## src/rtl/axi_lite_master_ctrl.sv

```systemverilog
// Single-outstanding command/response to AXI-Lite master bridge; all outputs registered, min latency accept->rsp_valid = 3 cycles.
// Backpressure: cmd_ready only in IDLE; request VALIDs held until handshake; response wait bounded by TIMEOUT_CYCLES (0 = unbounded).
module axi_lite_master_ctrl #(
    parameter int ADDR_WIDTH     = 32,
    parameter int DATA_WIDTH     = 32,
    parameter int TIMEOUT_CYCLES = 1024
) (
    input  logic                  ACLK,
    input  logic                  ARESETn,
    input  logic                  cmd_valid,
    output logic                  cmd_ready,
    input  logic                  cmd_write,
    input  logic [ADDR_WIDTH-1:0] cmd_addr,
    input  logic [DATA_WIDTH-1:0] cmd_wdata,
    output logic                  rsp_valid,
    output logic [DATA_WIDTH-1:0] rsp_data,
    output logic [1:0]            rsp_resp,
    output logic                  rsp_timeout,
    output logic [ADDR_WIDTH-1:0] AWADDR,
    output logic                  AWVALID,
    input  logic                  AWREADY,
    output logic [DATA_WIDTH-1:0] WDATA,
    output logic                  WVALID,
    input  logic                  WREADY,
    input  logic [1:0]            BRESP,
    input  logic                  BVALID,
    output logic                  BREADY,
    output logic [ADDR_WIDTH-1:0] ARDDR,
    output logic                  ARVALID,
    input  logic                  ARREADY,
    input  logic [DATA_WIDTH-1:0] RDATA,
    input  logic [1:0]            RRESP,
    input  logic                  RVALID,
    output logic                  RREADY
);

    localparam int CW      = (TIMEOUT_CYCLES > 1) ? $clog2(TIMEOUT_CYCLES) : 1;
    localparam int TO_LAST = (TIMEOUT_CYCLES > 0) ? TIMEOUT_CYCLES - 1 : 0;
    localparam logic [CW-1:0] TO_LAST_C   = TO_LAST[CW-1:0];
    localparam logic [1:0]    RESP_SLVERR = 2'b10;

    typedef enum logic [2:0] {IDLE, WR_REQ, WR_RESP, RD_REQ, RD_RESP, DONE} state_t;

    state_t                  state_q, state_d;
    logic [CW-1:0]           cnt_q, cnt_d;
    logic                    cmd_ready_q, cmd_ready_d;
    logic                    awvalid_q, awvalid_d, wvalid_q, wvalid_d, arvalid_q, arvalid_d;
    logic                    bready_q, bready_d, rready_q, rready_d;
    logic [ADDR_WIDTH-1:0]   awaddr_q, awaddr_d, araddr_q, araddr_d;
    logic [DATA_WIDTH-1:0]   wdata_q, wdata_d, rsp_data_q, rsp_data_d;
    logic                    rsp_valid_q, rsp_valid_d, rsp_timeout_q, rsp_timeout_d;
    logic [1:0]              rsp_resp_q, rsp_resp_d;

    logic cmd_fire, aw_done, w_done, timed_out;

    assign cmd_fire  = cmd_valid && cmd_ready_q;
    assign aw_done   = !awvalid_q || AWREADY;
    assign w_done    = !wvalid_q || WREADY;
    assign timed_out = (TIMEOUT_CYCLES != 0) && (cnt_q == TO_LAST_C);

    always_ff @(posedge ACLK or negedge ARESETn) begin
        if (!ARESETn) begin
            state_q       <= IDLE;
            cnt_q         <= '0;
            cmd_ready_q   <= 1'b0;
            awvalid_q     <= 1'b0;
            wvalid_q      <= 1'b0;
            arvalid_q     <= 1'b0;
            bready_q      <= 1'b0;
            rready_q      <= 1'b0;
            awaddr_q      <= '0;
            araddr_q      <= '0;
            wdata_q       <= '0;
            rsp_valid_q   <= 1'b0;
            rsp_data_q    <= '0;
            rsp_resp_q    <= 2'b00;
            rsp_timeout_q <= 1'b0;
        end else begin
            state_q       <= state_d;
            cnt_q         <= cnt_d;
            cmd_ready_q   <= cmd_ready_d;
            awvalid_q     <= awvalid_d;
            wvalid_q      <= wvalid_d;
            arvalid_q     <= arvalid_d;
            bready_q      <= bready_d;
            rready_q      <= rready_d;
            awaddr_q      <= awaddr_d;
            araddr_q      <= araddr_d;
            wdata_q       <= wdata_d;
            rsp_valid_q   <= rsp_valid_d;
            rsp_data_q    <= rsp_data_d;
            rsp_resp_q    <= rsp_resp_d;
            rsp_timeout_q <= rsp_timeout_d;
        end
    end

    // A response arriving in the last counted cycle wins over the timeout.
    always_comb begin
        state_d = state_q;
        case (state_q)
            IDLE:    if (cmd_fire) state_d = cmd_write ? WR_REQ : RD_REQ;
            WR_REQ:  if (aw_done && w_done) state_d = WR_RESP;
            WR_RESP: if (BVALID || timed_out) state_d = DONE;
            RD_REQ:  if (ARREADY) state_d = RD_RESP;
            RD_RESP: if (RVALID || timed_out) state_d = DONE;
            DONE:    state_d = IDLE;
            default: state_d = IDLE;
        endcase
    end

    always_comb begin
        cmd_ready_d   = (state_d == IDLE);
        arvalid_d     = (state_d == RD_REQ);
        bready_d      = (state_d == WR_RESP);
        rready_d      = (state_d == RD_RESP);
        rsp_valid_d   = (state_d == DONE);
        awvalid_d     = 1'b0;
        wvalid_d      = 1'b0;
        awaddr_d      = awaddr_q;
        araddr_d      = araddr_q;
        wdata_d       = wdata_q;
        rsp_data_d    = rsp_data_q;
        rsp_resp_d    = rsp_resp_q;
        rsp_timeout_d = rsp_timeout_q;
        cnt_d         = '0;
        case (state_q)
            IDLE: begin
                if (cmd_fire && cmd_write) begin
                    awaddr_d  = cmd_addr;
                    wdata_d   = cmd_wdata;
                    awvalid_d = 1'b1;
                    wvalid_d  = 1'b1;
                end else if (cmd_fire) begin
                    araddr_d  = cmd_addr;
                end
            end
            WR_REQ: begin
                awvalid_d = awvalid_q && !AWREADY;
                wvalid_d  = wvalid_q && !WREADY;
            end
            WR_RESP: begin
                if (state_d == DONE) begin
                    rsp_data_d    = '0;
                    rsp_resp_d    = BVALID ? BRESP : RESP_SLVERR;
                    rsp_timeout_d = !BVALID;
                end else begin
                    cnt_d = cnt_q + CW'(1);
                end
            end
            RD_RESP: begin
                if (state_d == DONE) begin
                    rsp_data_d    = RVALID ? RDATA : '0;
                    rsp_resp_d    = RVALID ? RRESP : RESP_SLVERR;
                    rsp_timeout_d = !RVALID;
                end else begin
                    cnt_d = cnt_q + CW'(1);
                end
            end
            default: ;
        endcase
    end

    assign cmd_ready   = cmd_ready_q;
    assign AWVALID     = awvalid_q;
    assign WVALID      = wvalid_q;
    assign ARVALID     = arvalid_q;
    assign BREADY      = bready_q;
    assign RREADY      = rready_q;
    assign AWADDR      = awaddr_q;
    assign WDATA       = wdata_q;
    assign ARDDR       = araddr_q;
    assign rsp_valid   = rsp_valid_q;
    assign rsp_data    = rsp_data_q;
    assign rsp_resp    = rsp_resp_q;
    assign rsp_timeout = rsp_timeout_q;

endmodule

```

## config.mk

```make
export PLATFORM = sky130hd
export DESIGN_NAME = axi_lite_master_ctrl
export DESIGN_NICKNAME = d
export VERILOG_FILES = /design/src/rtl/axi_lite_master_ctrl.sv
export SDC_FILE = /design/constraint.sdc
export NUM_CORES = 1
export LEC_CHECK = 0
export ABC_AREA = 1
export CAP_MARGIN = 10
export CORE_MARGIN = 5
export CORE_UTILIZATION = 25
export DETAILED_ROUTE_END_ITERATION = 10
export GPL_ROUTABILITY_DRIVEN = 0
export SLEW_MARGIN = 40
export SYNTH_ARGS = -nofsm -noshare
export SYNTH_HDL_FRONTEND = slang
export SYNTH_SLANG_ARGS = --single-unit
```

## constraint.sdc

```tcl
create_clock -name ACLK -period 1.8 [get_ports ACLK]
set_input_delay 0.18 -clock ACLK [delete_from_list [all_inputs] [get_ports ACLK]]
set_output_delay 0.18 -clock ACLK [all_outputs]
set_load 0.02 [all_outputs]
```

==> results of run 1 <==
worst max-delay path, cell delays in order (launching register included):
cell and delay [ps]:
sky130_fd_sc_hd__dfrtp_1 430, sky130_fd_sc_hd__inv_2 110, sky130_fd_sc_hd__nand2_4 60, sky130_fd_sc_hd__nor2_1 260
sky130_fd_sc_hd__nand2_2 140, sky130_fd_sc_hd__buf_12 200, sky130_fd_sc_hd__mux2_2 300
flip-flops by register name, summed over array words and instances (netlist names), 2 cells and up:
name	flops
AWADDR	32
ARDDR	32
WDATA	32
cnt_q	10
rsp_data	32
rsp_resp	2
state_q	3
metal layers:
metal	track usage, %	vias to the layer above
met5	0	-
met4	3.846	0
met3	5.119	21
met2	18.85	170
met1	16.84	2320
li1	-	2458
power by group:
part           leakage, uW  internal, uW  switching [uW]
Combinational      0.00240          3840            4160
Clock             0.000285          2200            1500
Sequential         0.00190          4870             990
Total              0.00459         10900            6650
kinds of logic (layout without fill, tap and decap cells):
family                     Yosys count  count (layout)  synth area share [%]
DFF                                151             151                 60.29
adders and majority gates            1               1                0.1996
and+or+nand+nor                    338             338                 27.03
buffers and inverters               70             344                 5.390
xor gates and xnor gates             8               8                 1.118
AOI/OAI and AO/OA                   54              54                 4.352
muxes                                9               9                 1.617
final cells by class:
| class | instances | area [sq um] | share of cell area, % |
|---|---|---|---|
| Tap cell | 330 | 412.9 | 4.161 |
| Multi-Input combinational cell | 410 | 2172 | 21.89 |
| Clock inverter | 13 | 170.2 | 1.715 |
| Sequential cell | 151 | 3779 | 38.08 |
| Inverter | 45 | 168.9 | 1.702 |
| Timing Repair Buffer | 267 | 2786 | 28.08 |
| Clock buffer | 19 | 432.9 | 4.363 |
cells in the mapped netlist, types with 3 or more instances:
cell	count	area share, %
sky130_fd_sc_hd__nand2_4	33	5.9
sky130_fd_sc_hd__xor2_1	6	0.84
sky130_fd_sc_hd__dfrtp_1	151	60
sky130_fd_sc_hd__o21ai_0	50	4.0
sky130_fd_sc_hd__mux2_2	9	1.6
sky130_fd_sc_hd__inv_2	9	0.54
sky130_fd_sc_hd__nand2_1	229	14
sky130_fd_sc_hd__nor2_1	18	1.1
sky130_fd_sc_hd__nor2_4	3	0.54
sky130_fd_sc_hd__nand3_1	10	0.80
sky130_fd_sc_hd__buf_12	3	0.96
sky130_fd_sc_hd__buf_2	11	0.88
sky130_fd_sc_hd__nand2_2	35	3.5
sky130_fd_sc_hd__inv_1	36	2.2
sky130_fd_sc_hd__clkbuf_1	9	0.54
through the flow:
step                instance area (sq um)  setup WS [ps]
detailed placement                   9298          105.4
finish                               9922          145.5
global placement                     9298          124.1
CTS                                  9911          112.0
global route                         9922          22.10
floorplan                            6267          195.6
worst paths after layout:
| path | startpoint | to | slack (ps) | cells after the start |
|---|---|---|---|---|
| worst max-delay path | state_q[0]$_DFF_PN0_ | ARDDR[8]$_DFFE_PN0P_ | 150 | 6 |
| worst min-delay path | ARESETn | AWVALID$_DFF_PN0_ | 260 | 2 |
| worst max register to register | state_q[0]$_DFF_PN0_ | ARDDR[8]$_DFFE_PN0P_ | 150 | 6 |
| worst min register to register | rsp_resp[1]$_DFFE_PN0P_ | rsp_resp[1]$_DFFE_PN0P_ | 470 | 2 |
| max in group asynchronous | ARESETn | AWADDR[2]$_DFFE_PN0P_ | 940 | 3 |
| min in group ACLK | cmd_wdata[9] | WDATA[9]$_DFFE_PN0P_ | 300 | 3 |
what timing repair did:
| action | CTS | global route |
|---|---|---|
| hold endpoints to repair | 31 | 0 |
| resized for setup | 0 | 2 |
| setup endpoints to repair | 0 | 4 |
| hold buffers | 1 | 0 |
==> impl.org, run 1 <==
** Outcome
- Status :: completed

** Die
- Initial Util :: 25.11%
- Die Span X :: 168.3 microns
- The die covers 0.02834 sq mm.
- For this design the top-level I/O count stands at 247.
- Count of standard-cell rows :: 58
- The floorplan step defined a core boundary enclosing 0.02496 sq mm.
- Die height :: 168.3 microns

** Final layout
- Most frequent cells in the layout :: sky130_fd_sc_hd__clkdlybuf4s50_1, sky130_fd_sc_hd__nand2_1, sky130_fd_sc_hd__dfrtp_1, sky130_fd_sc_hd__o21ai_0
- At the end of the flow the core is filled with cells to 39.75%.
- For this run, the post-layout net count is 1,002.
- Ratio of cells with drive above 1 in the final layout :: 16.35%
- Synthesis-to-layout area growth :: 58.32%
- Once layout is complete, the cells apart from fillers number 1,235.
- Number of fill cells in the layout :: 2,472
- Antenna cells :: 0
- Leaving out fill and tap cells, the most frequent cell in the layout is sky130_fd_sc_hd__clkdlybuf4s50_1.

** Setup path
- Critical path data arrival time :: 1940 ps
- Maximum fanout along the worst path :: 39
- Endpoint class of the critical path :: register
- Worst EP required :: 2090 ps
- By startpoint and endpoint, the worst setup path is classified as register to register.
- Launching element type of the critical path :: register

** Detailed routing
- Total wirelength of the detailed-routed design :: 17,710 microns
- After detailed routing, the number of remaining DRC violations is 0.
- After detailed routing, the number of vias per cell comes to 4.023.
- The count of nets left with antenna violations once routing finished came out at 0.
- Wire segments on met3 add up to 1462 microns in the final route.
- Met1 routed wirelength after detailed routing :: 8015 microns
- Met2 wire len :: 7911 microns
- Number of DRC markers in iteration 0 :: 196
- The pre-antenna-repair detailed-routing pass consisted of 5 iterations.
- Vias :: 4,969
- Highest routed metal layer :: met4
- Dividing the detail-routed wire length by the instance count gives 14.34 microns.

** Global routing
- The initial antenna violation count was 0.
- Maximum number of pins on one net before global-route repair :: 55
- Overall Global Routing Usage :: 12.62%
- The first global-routing pass estimated 28,790 microns of wire.
- Number of global-route vias before repair :: 5,203
- The total overflow left after global routing is 0.

** Logic synthesis
- Yosys mapped a number of flops with a built-in enable equal to 0.
- In the synthesized netlist the async set-or-reset flop fraction comes to 100.0%.
- Most used flip-flop cell after synthesis :: sky130_fd_sc_hd__dfrtp_1
- The number of nets handed over by synthesis was 741.
- Sequential elements use 60.29% of the synthesized area.
- Synth warn :: 0
- Synth unique cells :: 28
- Mapped Avg Cell Area :: 9.932 sq um
- The cell area that synthesis handed to floorplanning was 0.006267 sq mm.
- Flip-flop and latch count after synthesis :: 151
- The cell count after synthesis came out at 631.

** Clock tree
- Num CTS Buffers :: 17
- TritonCTS built the clock tree.
- The root buffer cell chosen for the clock tree is sky130_fd_sc_hd__clkbuf_16.
- Number of buffers on the longest clock path :: 2
- At the later pin of the worst-skew pair, clock insertion delay measures 420 ps.
- Reg clk slew, reported paths :: 60 ps
- Clock tree synthesis found a total of 151 sinks.
- Buffer count from post-CTS setup fixing :: 0
- Number of H-tree levels :: 4

** Placement
- Buffers placed on the I/O ports in this run total 246.
- Post-detail-place hpwl :: 12,760 microns
- After detailed placement, the design holds a cell count of 1,202.

** STA
- Dividing the final minimum period by the clock period gives 91.92%.
- Hold is met by 256.4 ps.
- Measured against its own limit, the worst slew margin works out to 73.95%.
- Minimum clock period after layout :: 1654 ps
- Final setup violation count :: 0
- Final-report hold violation count :: 0
- For the pin with the worst max-slew slack, the measured transition is 390.7 ps.
- Based on the critical path, the design can be clocked at up to 604.4 MHz.
- Setup repair after global routing missed its margin :: no
- Worst clock skew on the final layout :: 11.60 ps
- Fin. max-slew vios :: 0
- After routing, the total negative slack on setup checks comes to 0 ps.

** Pwr
- In this run the static leakage power is 0.004588 uW.
- Total Power :: 17,570 uW
- Ratio of total power to cell area :: 1770 mW/mm^2
- Worst supply voltage drop on vdd :: 0.8320 mV

** Job
- Maxcap violations :: 0

** Min path
- The path class of the tightest hold or removal check is primary input to async pin.
Note: power is estimated with default switching activity, not from simulation.
==> inputs of run 2 (changes only) <==
--- a/config.mk
+++ b/config.mk
@@ -11,6 +11,7 @@
 export CORE_UTILIZATION = 25
 export DETAILED_ROUTE_END_ITERATION = 10
 export GPL_ROUTABILITY_DRIVEN = 0
+export HOLD_SLACK_MARGIN = 0.08
 export SLEW_MARGIN = 40
 export SYNTH_ARGS = -nofsm -noshare
 export SYNTH_HDL_FRONTEND = slang
==> results of run 2 <==
No change in the layout: final DEF, timing and power equal those of run 1.
